===== config.mk =====
export PLATFORM = sky130hd
export DESIGN_NAME = image_writer_flat
export DESIGN_NICKNAME = d
export VERILOG_FILES = /design/src/rtl/image_pkg.sv /design/src/rtl/image_writer_if.sv /design/src/rtl/bmp_header_rom.sv /design/src/rtl/image_writer.sv /design/src/flat_wrapper.sv
export SDC_FILE = /design/constraint.sdc
export NUM_CORES = 1
export LEC_CHECK = 0
export ABC_CLOCK_PERIOD_IN_PS = 2600
export CAP_MARGIN = 40
export CELL_PAD_IN_SITES_DETAIL_PLACEMENT = 1
export CELL_PAD_IN_SITES_GLOBAL_PLACEMENT = 1
export CORE_MARGIN = 3
export CORE_UTILIZATION = 35
export CTS_CLUSTER_DIAMETER = 60
export DETAILED_ROUTE_END_ITERATION = 8
export PLACE_DENSITY_LB_ADDON = 0.25
export SYNTH_ARGS = -nofsm -noshare
export SYNTH_HDL_FRONTEND = slang
export SYNTH_SLANG_ARGS = --single-unit

===== constraint.sdc =====
create_clock -name HCLK -period 2.6 [get_ports HCLK]
set_input_delay 0.26 -clock HCLK [delete_from_list [all_inputs] [get_ports HCLK]]
set_output_delay 0.26 -clock HCLK [all_outputs]
set_load 0.1 [all_outputs]

===== src/rtl/image_pkg.sv =====
// Shared types and BMP constants for the image writer slice.
package image_pkg;

  typedef enum logic [2:0] {
    ST_IDLE = 3'd0,
    ST_HDR  = 3'd1,
    ST_WAIT = 3'd2,
    ST_DATA = 3'd3,
    ST_DONE = 3'd4
  } state_t;

  localparam int BMP_HDR_SIZE = 54;
  localparam int BMP_DIB_SIZE = 40;
  localparam int BMP_BPP      = 24;
  localparam int HDR_WORDS    = 9;

  typedef struct packed {
    logic [7:0] r;
    logic [7:0] g;
    logic [7:0] b;
  } rgb_t;

  // Memory byte order is B0,G0,R0,B1,G1,R1 from the low byte up.
  function automatic logic [47:0] pack_pair(rgb_t p0, rgb_t p1);
    return {p1.r, p1.g, p1.b, p0.r, p0.g, p0.b};
  endfunction

endpackage


===== src/rtl/image_writer_if.sv =====
// Pixel stream in, frame-memory write port and status out.
interface image_writer_if #(
  parameter int ADDR_W = 21
);
  logic              VSYNC;
  logic              HSYNC;
  logic [7:0]        DATA_R0;
  logic [7:0]        DATA_G0;
  logic [7:0]        DATA_B0;
  logic [7:0]        DATA_R1;
  logic [7:0]        DATA_G1;
  logic [7:0]        DATA_B1;
  logic              wr_en;
  logic [ADDR_W-1:0] wr_addr;
  logic [47:0]       wr_data;
  logic              frame_done;
  logic              line_err;

  modport master (
    output VSYNC, HSYNC, DATA_R0, DATA_G0, DATA_B0, DATA_R1, DATA_G1, DATA_B1,
    input  wr_en, wr_addr, wr_data, frame_done, line_err
  );

  modport slave (
    input  VSYNC, HSYNC, DATA_R0, DATA_G0, DATA_B0, DATA_R1, DATA_G1, DATA_B1,
    output wr_en, wr_addr, wr_data, frame_done, line_err
  );
endinterface


===== src/rtl/bmp_header_rom.sv =====
// Combinational 54-byte BMP header served as nine little-endian 48-bit words.
module bmp_header_rom
  import image_pkg::*;
#(
  parameter int WIDTH  = 768,
  parameter int HEIGHT = 512
) (
  input  logic [3:0]  idx,
  output logic [47:0] word
);

  localparam logic [31:0] IMG_BYTES = 32'(WIDTH * HEIGHT * 3);

  // Fields listed from the last header byte down to byte 0, so byte k sits at bits 8k+7:8k.
  localparam logic [431:0] HDR = {
    32'd0,                          // colours important
    32'd0,                          // colours used
    32'd0,                          // y pixels per metre
    32'd0,                          // x pixels per metre
    IMG_BYTES,
    32'd0,                          // compression
    16'(BMP_BPP),
    16'd1,                          // planes
    32'(HEIGHT),
    32'(WIDTH),
    32'(BMP_DIB_SIZE),
    32'(BMP_HDR_SIZE),              // pixel data offset
    32'd0,                          // reserved
    32'(BMP_HDR_SIZE) + IMG_BYTES,  // file size
    16'h4D42                        // "BM"
  };

  always_comb begin
    word = '0;
    for (int i = 0; i < HDR_WORDS; i++) begin
      if (idx == 4'(i)) word = HDR[48*i +: 48];
    end
  end

endmodule


===== src/rtl/image_writer.sv =====
// Turns a two-pixel-per-cycle RGB stream into a bottom-up 24-bit BMP image in byte-addressed memory.
// All writes are registered: one word per cycle, visible the cycle after the header step or pixel capture.
module image_writer
  import image_pkg::*;
#(
  parameter int WIDTH    = 768,
  parameter int HEIGHT   = 512,
  parameter int ADDR_W   = 21,
  parameter int HDR_SIZE = 54
) (
  input  logic          HCLK,
  input  logic          HRESETn,
  image_writer_if.slave bus
);

  localparam int CW = (WIDTH  > 2) ? $clog2(WIDTH)  : 1;
  localparam int RW = (HEIGHT > 1) ? $clog2(HEIGHT) : 1;

  localparam logic [CW-1:0]     COL_LAST  = CW'(WIDTH - 2);
  localparam logic [RW-1:0]     ROW_LAST  = RW'(HEIGHT - 1);
  localparam logic [3:0]        HDR_LAST  = 4'(HDR_WORDS - 1);
  localparam logic [ADDR_W-1:0] ROW_BYTES = ADDR_W'(WIDTH * 3);
  localparam logic [ADDR_W-1:0] DATA_BASE = ADDR_W'(HDR_SIZE);

  state_t            state, state_n;
  logic              vs_q, vs_rise;
  logic [3:0]        hdr_idx, hdr_n;
  logic [RW-1:0]     row, row_n;
  logic [CW-1:0]     col, col_n;
  logic              wen_q, wen_n;
  logic [ADDR_W-1:0] addr_q, addr_n, pix_addr;
  logic [47:0]       data_q, data_n, hdr_word;
  logic              done_q, done_n;
  logic              err_q, err_n;
  rgb_t              px0, px1;

  bmp_header_rom #(.WIDTH(WIDTH), .HEIGHT(HEIGHT)) u_rom (
    .idx  (hdr_idx),
    .word (hdr_word)
  );

  assign vs_rise  = bus.VSYNC & ~vs_q;
  assign px0      = '{r: bus.DATA_R0, g: bus.DATA_G0, b: bus.DATA_B0};
  assign px1      = '{r: bus.DATA_R1, g: bus.DATA_G1, b: bus.DATA_B1};
  // Image row 0 is the top of the picture but the last row stored in a bottom-up BMP.
  assign pix_addr = DATA_BASE + ADDR_W'(ROW_LAST - row) * ROW_BYTES
                  + ADDR_W'(col) * ADDR_W'(3);

  always_ff @(posedge HCLK or negedge HRESETn) begin
    if (!HRESETn) state <= ST_IDLE;
    else          state <= state_n;
  end

  always_comb begin
    state_n = state;
    hdr_n   = hdr_idx;
    row_n   = row;
    col_n   = col;
    wen_n   = 1'b0;
    addr_n  = addr_q;
    data_n  = data_q;
    done_n  = done_q;
    err_n   = err_q;
    if (vs_rise) begin
      state_n = ST_HDR;
      hdr_n   = '0;
      row_n   = '0;
      col_n   = '0;
      done_n  = 1'b0;
      err_n   = 1'b0;
    end else begin
      case (state)
        ST_IDLE: ;
        ST_HDR: begin
          wen_n  = 1'b1;
          addr_n = ADDR_W'(hdr_idx) * ADDR_W'(6);
          data_n = hdr_word;
          if (bus.HSYNC) err_n = 1'b1;
          if (hdr_idx == HDR_LAST) state_n = ST_WAIT;
          else                     hdr_n   = hdr_idx + 4'd1;
        end
        ST_WAIT, ST_DATA: begin
          if (bus.HSYNC) begin
            wen_n  = 1'b1;
            addr_n = pix_addr;
            data_n = pack_pair(px0, px1);
            if (col == COL_LAST) begin
              col_n = '0;
              if (row == ROW_LAST) begin
                state_n = ST_DONE;
                done_n  = 1'b1;
              end else begin
                row_n   = row + RW'(1);
                state_n = ST_WAIT;
              end
            end else begin
              col_n   = col + CW'(2);
              state_n = ST_DATA;
            end
          end else if (state == ST_DATA) begin
            // A line cut short keeps its position and resumes on the next HSYNC.
            state_n = ST_WAIT;
            if (col != '0) err_n = 1'b1;
          end
        end
        ST_DONE: if (bus.HSYNC) err_n = 1'b1;
        default: state_n = ST_IDLE;
      endcase
    end
  end

  always_ff @(posedge HCLK or negedge HRESETn) begin
    if (!HRESETn) begin
      vs_q    <= 1'b0;
      hdr_idx <= '0;
      row     <= '0;
      col     <= '0;
      wen_q   <= 1'b0;
      addr_q  <= '0;
      data_q  <= '0;
      done_q  <= 1'b0;
      err_q   <= 1'b0;
    end else begin
      vs_q    <= bus.VSYNC;
      hdr_idx <= hdr_n;
      row     <= row_n;
      col     <= col_n;
      wen_q   <= wen_n;
      addr_q  <= addr_n;
      data_q  <= data_n;
      done_q  <= done_n;
      err_q   <= err_n;
    end
  end

  assign bus.wr_en      = wen_q;
  assign bus.wr_addr    = addr_q;
  assign bus.wr_data    = data_q;
  assign bus.frame_done = done_q;
  assign bus.line_err   = err_q;

endmodule


===== src/flat_wrapper.sv =====
// flat-port wrapper written by rule: the top's interface ports become plain ports
module image_writer_flat import image_pkg::*;
#(
  parameter int WIDTH    = 768,
  parameter int HEIGHT   = 512,
  parameter int ADDR_W   = 21,
  parameter int HDR_SIZE = 54
)
  (HCLK, HRESETn, bus_VSYNC, bus_HSYNC, bus_DATA_R0, bus_DATA_G0, bus_DATA_B0, bus_DATA_R1, bus_DATA_G1, bus_DATA_B1, bus_wr_en, bus_wr_addr, bus_wr_data, bus_frame_done, bus_line_err);
  image_writer_if #(.ADDR_W(ADDR_W)) bus_i ();
  input  logic HCLK;
  input  logic HRESETn;
  input wire logic [$bits(bus_i.VSYNC)-1:0] bus_VSYNC;
  input wire logic [$bits(bus_i.HSYNC)-1:0] bus_HSYNC;
  input wire logic [$bits(bus_i.DATA_R0)-1:0] bus_DATA_R0;
  input wire logic [$bits(bus_i.DATA_G0)-1:0] bus_DATA_G0;
  input wire logic [$bits(bus_i.DATA_B0)-1:0] bus_DATA_B0;
  input wire logic [$bits(bus_i.DATA_R1)-1:0] bus_DATA_R1;
  input wire logic [$bits(bus_i.DATA_G1)-1:0] bus_DATA_G1;
  input wire logic [$bits(bus_i.DATA_B1)-1:0] bus_DATA_B1;
  output wire logic [$bits(bus_i.wr_en)-1:0] bus_wr_en;
  output wire logic [$bits(bus_i.wr_addr)-1:0] bus_wr_addr;
  output wire logic [$bits(bus_i.wr_data)-1:0] bus_wr_data;
  output wire logic [$bits(bus_i.frame_done)-1:0] bus_frame_done;
  output wire logic [$bits(bus_i.line_err)-1:0] bus_line_err;
  assign bus_i.VSYNC = bus_VSYNC;
  assign bus_i.HSYNC = bus_HSYNC;
  assign bus_i.DATA_R0 = bus_DATA_R0;
  assign bus_i.DATA_G0 = bus_DATA_G0;
  assign bus_i.DATA_B0 = bus_DATA_B0;
  assign bus_i.DATA_R1 = bus_DATA_R1;
  assign bus_i.DATA_G1 = bus_DATA_G1;
  assign bus_i.DATA_B1 = bus_DATA_B1;
  assign bus_wr_en = bus_i.wr_en;
  assign bus_wr_addr = bus_i.wr_addr;
  assign bus_wr_data = bus_i.wr_data;
  assign bus_frame_done = bus_i.frame_done;
  assign bus_line_err = bus_i.line_err;
  image_writer #(.WIDTH(WIDTH), .HEIGHT(HEIGHT), .ADDR_W(ADDR_W), .HDR_SIZE(HDR_SIZE)) u_core (.HCLK(HCLK), .HRESETn(HRESETn), .bus(bus_i));
endmodule

==> reports/metrics.csv <==
stage,metric,value,unit
sta,PnR worst setup slack,-0.135,ns
drt,vias,5359,
critical_path,Setup crit end kind,register,
cells_and_area,post-layout net count,920,
sta,Pins Over Slew Limit,0,
critical_path,data arrival time of the worst path,2.98,ns
critical_path,Crit Reg-Reg Endpoint,u_core.bus.wr_addr[20]$_DFFE_PN0P_,
sta,unrepaired setup endpoints after global routing,true,
critical_path,crit start category,register,
critical_path,crit-path most repeated cell,ha_4,
drt,vias per cell,5.19,
clock_tree,clock sinks,98,
clock_tree,CTS clock-pin slew for the worst setup and hold paths,0.08,ns
synthesis,Mapped Avg Cell Area,9.10,um^2
synthesis,Post-Syn Nets,747,
clock_tree,clock tree buffer depth,2,
run_status,outcome,"complete, but fails checks",
critical_path,crit-path max FO,4,
drt,# DRC,0,
cells_and_area,Area Overhead vs Synth,38.2,%
cells_and_area,Post-Layout Cell Count,1033,
sta,maximum clock rate,366,MHz
run_status,failing checks,"negative hold slack, negative setup slack",
sta,Worst Max-Slew Pin Slew,0.781,ns
floorplanning,# IOs,124,
place,GP Congestion,0.842,
clock_tree,CTS Hold Bufs,0,
drt,Initial DRC Count,227,
floorplanning,Core Area,16100,um^2
sta,final hold violations,35,
sta,slew margin rel.,0.466,
floorplanning,num rows,46,
critical_path,Max stage delay on crit path,0.41,ns
clock_tree,root buffer cell,clkbuf_16,
floorplanning,Die ar.,18200,um^2
global_route,GR peak layer,met2,
sta,Setup TNS,-0.379,ns
global_route,antenna violations before repair,0,
synthesis,post-synthesis cell type count,64,
critical_path,critical path's top delay family,compound AO/OA/AOI/OAI gates,
floorplanning,Die W,135,um
sta,Clock Skew,0.0126,ns
sta,Hold WS,-0.0231,ns
run,Max-Cap Viols,0,
clock_tree,H-Tree Depth,3,
global_route,grt met2 use,0.347,
sta,final setup vio count,4,
global_route,met1 GRT Util,0.260,
critical_path,r2r setup slk,-0.14,ns
critical_path,Critical Path RT,2.85,ns
clock_tree,Worst-Skew Late Latency,0.36,ns
place,Post-Place Worst Slack,-0.125,ns
critical_path,r2r worst-path depth,10,
critical_path,crit path from,u_core.row[1]$_DFFE_PN0P_,
cells_and_area,fin util,0.500,
drt,remaining antenna violation count,0,
synthesis,async set or reset register ratio after synthesis,1.00,
synthesis,sequential-to-total area share from yosys stat,0.422,
floorplanning,initial cell density of the core,0.362,
synthesis,Synth Instances,639,
floorplanning,chip height,135,um
global_route,routing usage on met3,0.0350,
min_path,HP Class,primary input to async pin,
place,Port Buffers,123,
critical_path,Critical path buffers and inverters,1,
critical_path,CP max-delay cell,dfrtp_1,
critical_path,r2r startpoint,u_core.row[1]$_DFFE_PN0P_,
cells_and_area,ANT cells,0,
drt,router iterations before antenna repair,4,
synthesis,"FF+latch count, synth",98,
global_route,Total GRT Usage,0.203,
global_route,total global routing overflow,0,
synthesis,Most used DFF post-synth,dfrtp_1,
global_route,largest net degree at the start of global routing,62,
sta,post-route minimum period,2.74,ns
drt,mean routed wirelength per cell,18.1,um
sta,Tcrit/Tclk final,1.05,
critical_path,Crit. path cell count,10,
place,Post-DP HPWL,13700,um
drt,"wirelength, routed",18700,um
clock_tree,CTS tree,done,
synthesis,Syn. warnings,0,
critical_path,CP cell instances,"inv_2, ha_4, ha_4, fa_2, a211oi_4, nor2_4, o211ai_1, nor2_1, and3b_1, a221o_1",
synthesis,Mapped Area,5810,um^2
synthesis,Post-synth EDFFs,0,
critical_path,Setup CP Type,register to register,
critical_path,critical path capture point,u_core.bus.wr_addr[20]$_DFFE_PN0P_,
clock_tree,CTS Buf Count,9,
global_route,vias in the first global route,5672,
place,placed cells,1003,
cells_and_area,layout cells sized above 1,0.248,
global_route,first-pass GRT wire length,29500,um
## layout make-up
| type | count | area (um^2) |
|---|---|---|
| clock buffer | 9 | 225 |
| clock inverter | 7 | 76.3 |
| fill | 1833 | 8020 |
| inverter | 36 | 136 |
| multi-input combinational | 479 | 3320 |
| sequential | 98 | 2450 |
| tap | 216 | 270 |
| timing repair buffer | 188 | 1550 |
## worst reg2reg max path: stages, from the launching register on
cell      delay [ns]
dfrtp_1         0.41
inv_2           0.09
ha_4            0.21
ha_4            0.16
fa_2            0.38
a211oi_4        0.35
nor2_4          0.10
o211ai_1        0.31
nor2_1          0.12
and3b_1         0.19
a221o_1         0.28
## stage by stage
step	hold WS [ns]	area (um^2)
finish	-0.0231	8040
global route	0.0467	8040
CTS	0.00917	7840
detailed placement	0.391	7440
global placement	0.381	7440
floorplan	-0.0356	5840
## cells by family (layout without fill, tap and decap cells)
kind of cell / count (synthesis) / after routing / synth area share
XOR/XNOR: 33 / 33 / 0.0497
adder cells (fa/ha/maj): 56 / 56 / 0.127
buffers and inverters: 62 / 240 / 0.0452
AND/OR/NAND/NOR: 283 / 283 / 0.231
multiplexers: 3 / 3 / 0.00516
flip-flops: 98 / 98 / 0.422
AO/OA/AOI/OAI: 104 / 104 / 0.120
## cells in the mapped netlist (3+ instances only)
cell      number  area (um^2)
buf_2          9         45.0
a21oi_1       25          125
xor2_1         6         52.6
nor2_1        46          173
nor3_1         3         15.0
o31ai_1        3         22.5
ha_1          51          638
buf_1          3         11.3
clkbuf_1      11         41.3
xnor2_1       27          236
mux2i_1        3         30.0
dfrtp_1       98         2450
or3_1          4         25.0
nand4_1        8         50.1
o21ai_0       34          170
nand2_1      111          417
a311oi_1       4         35.0
and3_1         5         31.3
o211ai_1       3         22.5
fa_1           5          100
nand2b_1       4         25.0
inv_1         35          131
nand3_1       78          390
nor3b_1        3         22.5
a21o_1         7         52.6
nor2b_1        4         25.0
## per-layer routing
| metal | up-vias | share of wire |
|---|---|---|
| met5 | - | 0 |
| met4 | 0 | 0.014 |
| met3 | 20 | 0.046 |
| met2 | 138 | 0.50 |
| met1 | 2660 | 0.44 |
| li1 | 2541 | - |
## flip-flops by register name (all words and copies together) (netlist names)
register,flops
u_core.bus.wr_addr,21
u_core.bus.wr_en,1
u_core.vs_q,1
u_core.bus.line_err,1
u_core.hdr_idx,4
u_core.state,3
u_core.col,9
u_core.row,9
u_core.bus.wr_data,48
u_core.bus.frame_done,1
## repair_timing
item,4_1_cts,5_1_grt
buffers inserted,4,10
gates resized for setup,13,26
endpoints found under the setup margin,6,13
pin swaps,14,16
## worst min path at each step
stage | endpoint | slack (ns)
finish | u_core.bus.wr_data[10]$_DFFE_PN0P_ | -0.02
global placement | u_core.bus.wr_data[10]$_DFFE_PN0P_ | 0.38
floorplan | u_core.bus.frame_done$_DFFE_PN0P_ | -0.04
CTS | u_core.bus.wr_data[10]$_DFFE_PN0P_ | 0.009
detailed placement | u_core.bus.wr_data[10]$_DFFE_PN0P_ | 0.39
global route | u_core.bus.wr_addr[4]$_DFFE_PN0P_ | 0.05
## placed cells by master, fill, tap and decap left out, types with 3 or more instances in the layout
master | netlist | final
fa_1 | 5 | 3
ha_2 | 0 | 3
nand4_1 | 8 | 8
and3_1 | 5 | 5
a311oi_1 | 4 | 3
dfrtp_1 | 98 | 98
nor3b_2 | 1 | 3
xnor2_1 | 27 | 26
ha_4 | 0 | 6
o21ai_1 | 1 | 6
xor2_1 | 6 | 5
nand3_1 | 78 | 76
nor2b_1 | 4 | 3
or3_1 | 4 | 3
nand3_2 | 1 | 3
nor3_1 | 3 | 3
o31ai_1 | 3 | 3
inv_2 | 0 | 4
buf_4 | 2 | 136
nand2b_1 | 4 | 4
o211ai_1 | 3 | 3
clkbuf_16 | 0 | 9
ha_1 | 51 | 42
mux2i_1 | 3 | 3
a21oi_1 | 25 | 22
nor2_1 | 46 | 45
a21oi_2 | 0 | 3
a21o_1 | 7 | 7
nand2_1 | 111 | 110
inv_1 | 35 | 31
clkdlybuf4s50_1 | 0 | 50
o21ai_0 | 34 | 28
Power is left out: the tool's default activity adds up to more than one toggle a clock period on the data nets, which glitch-free logic cannot reach.
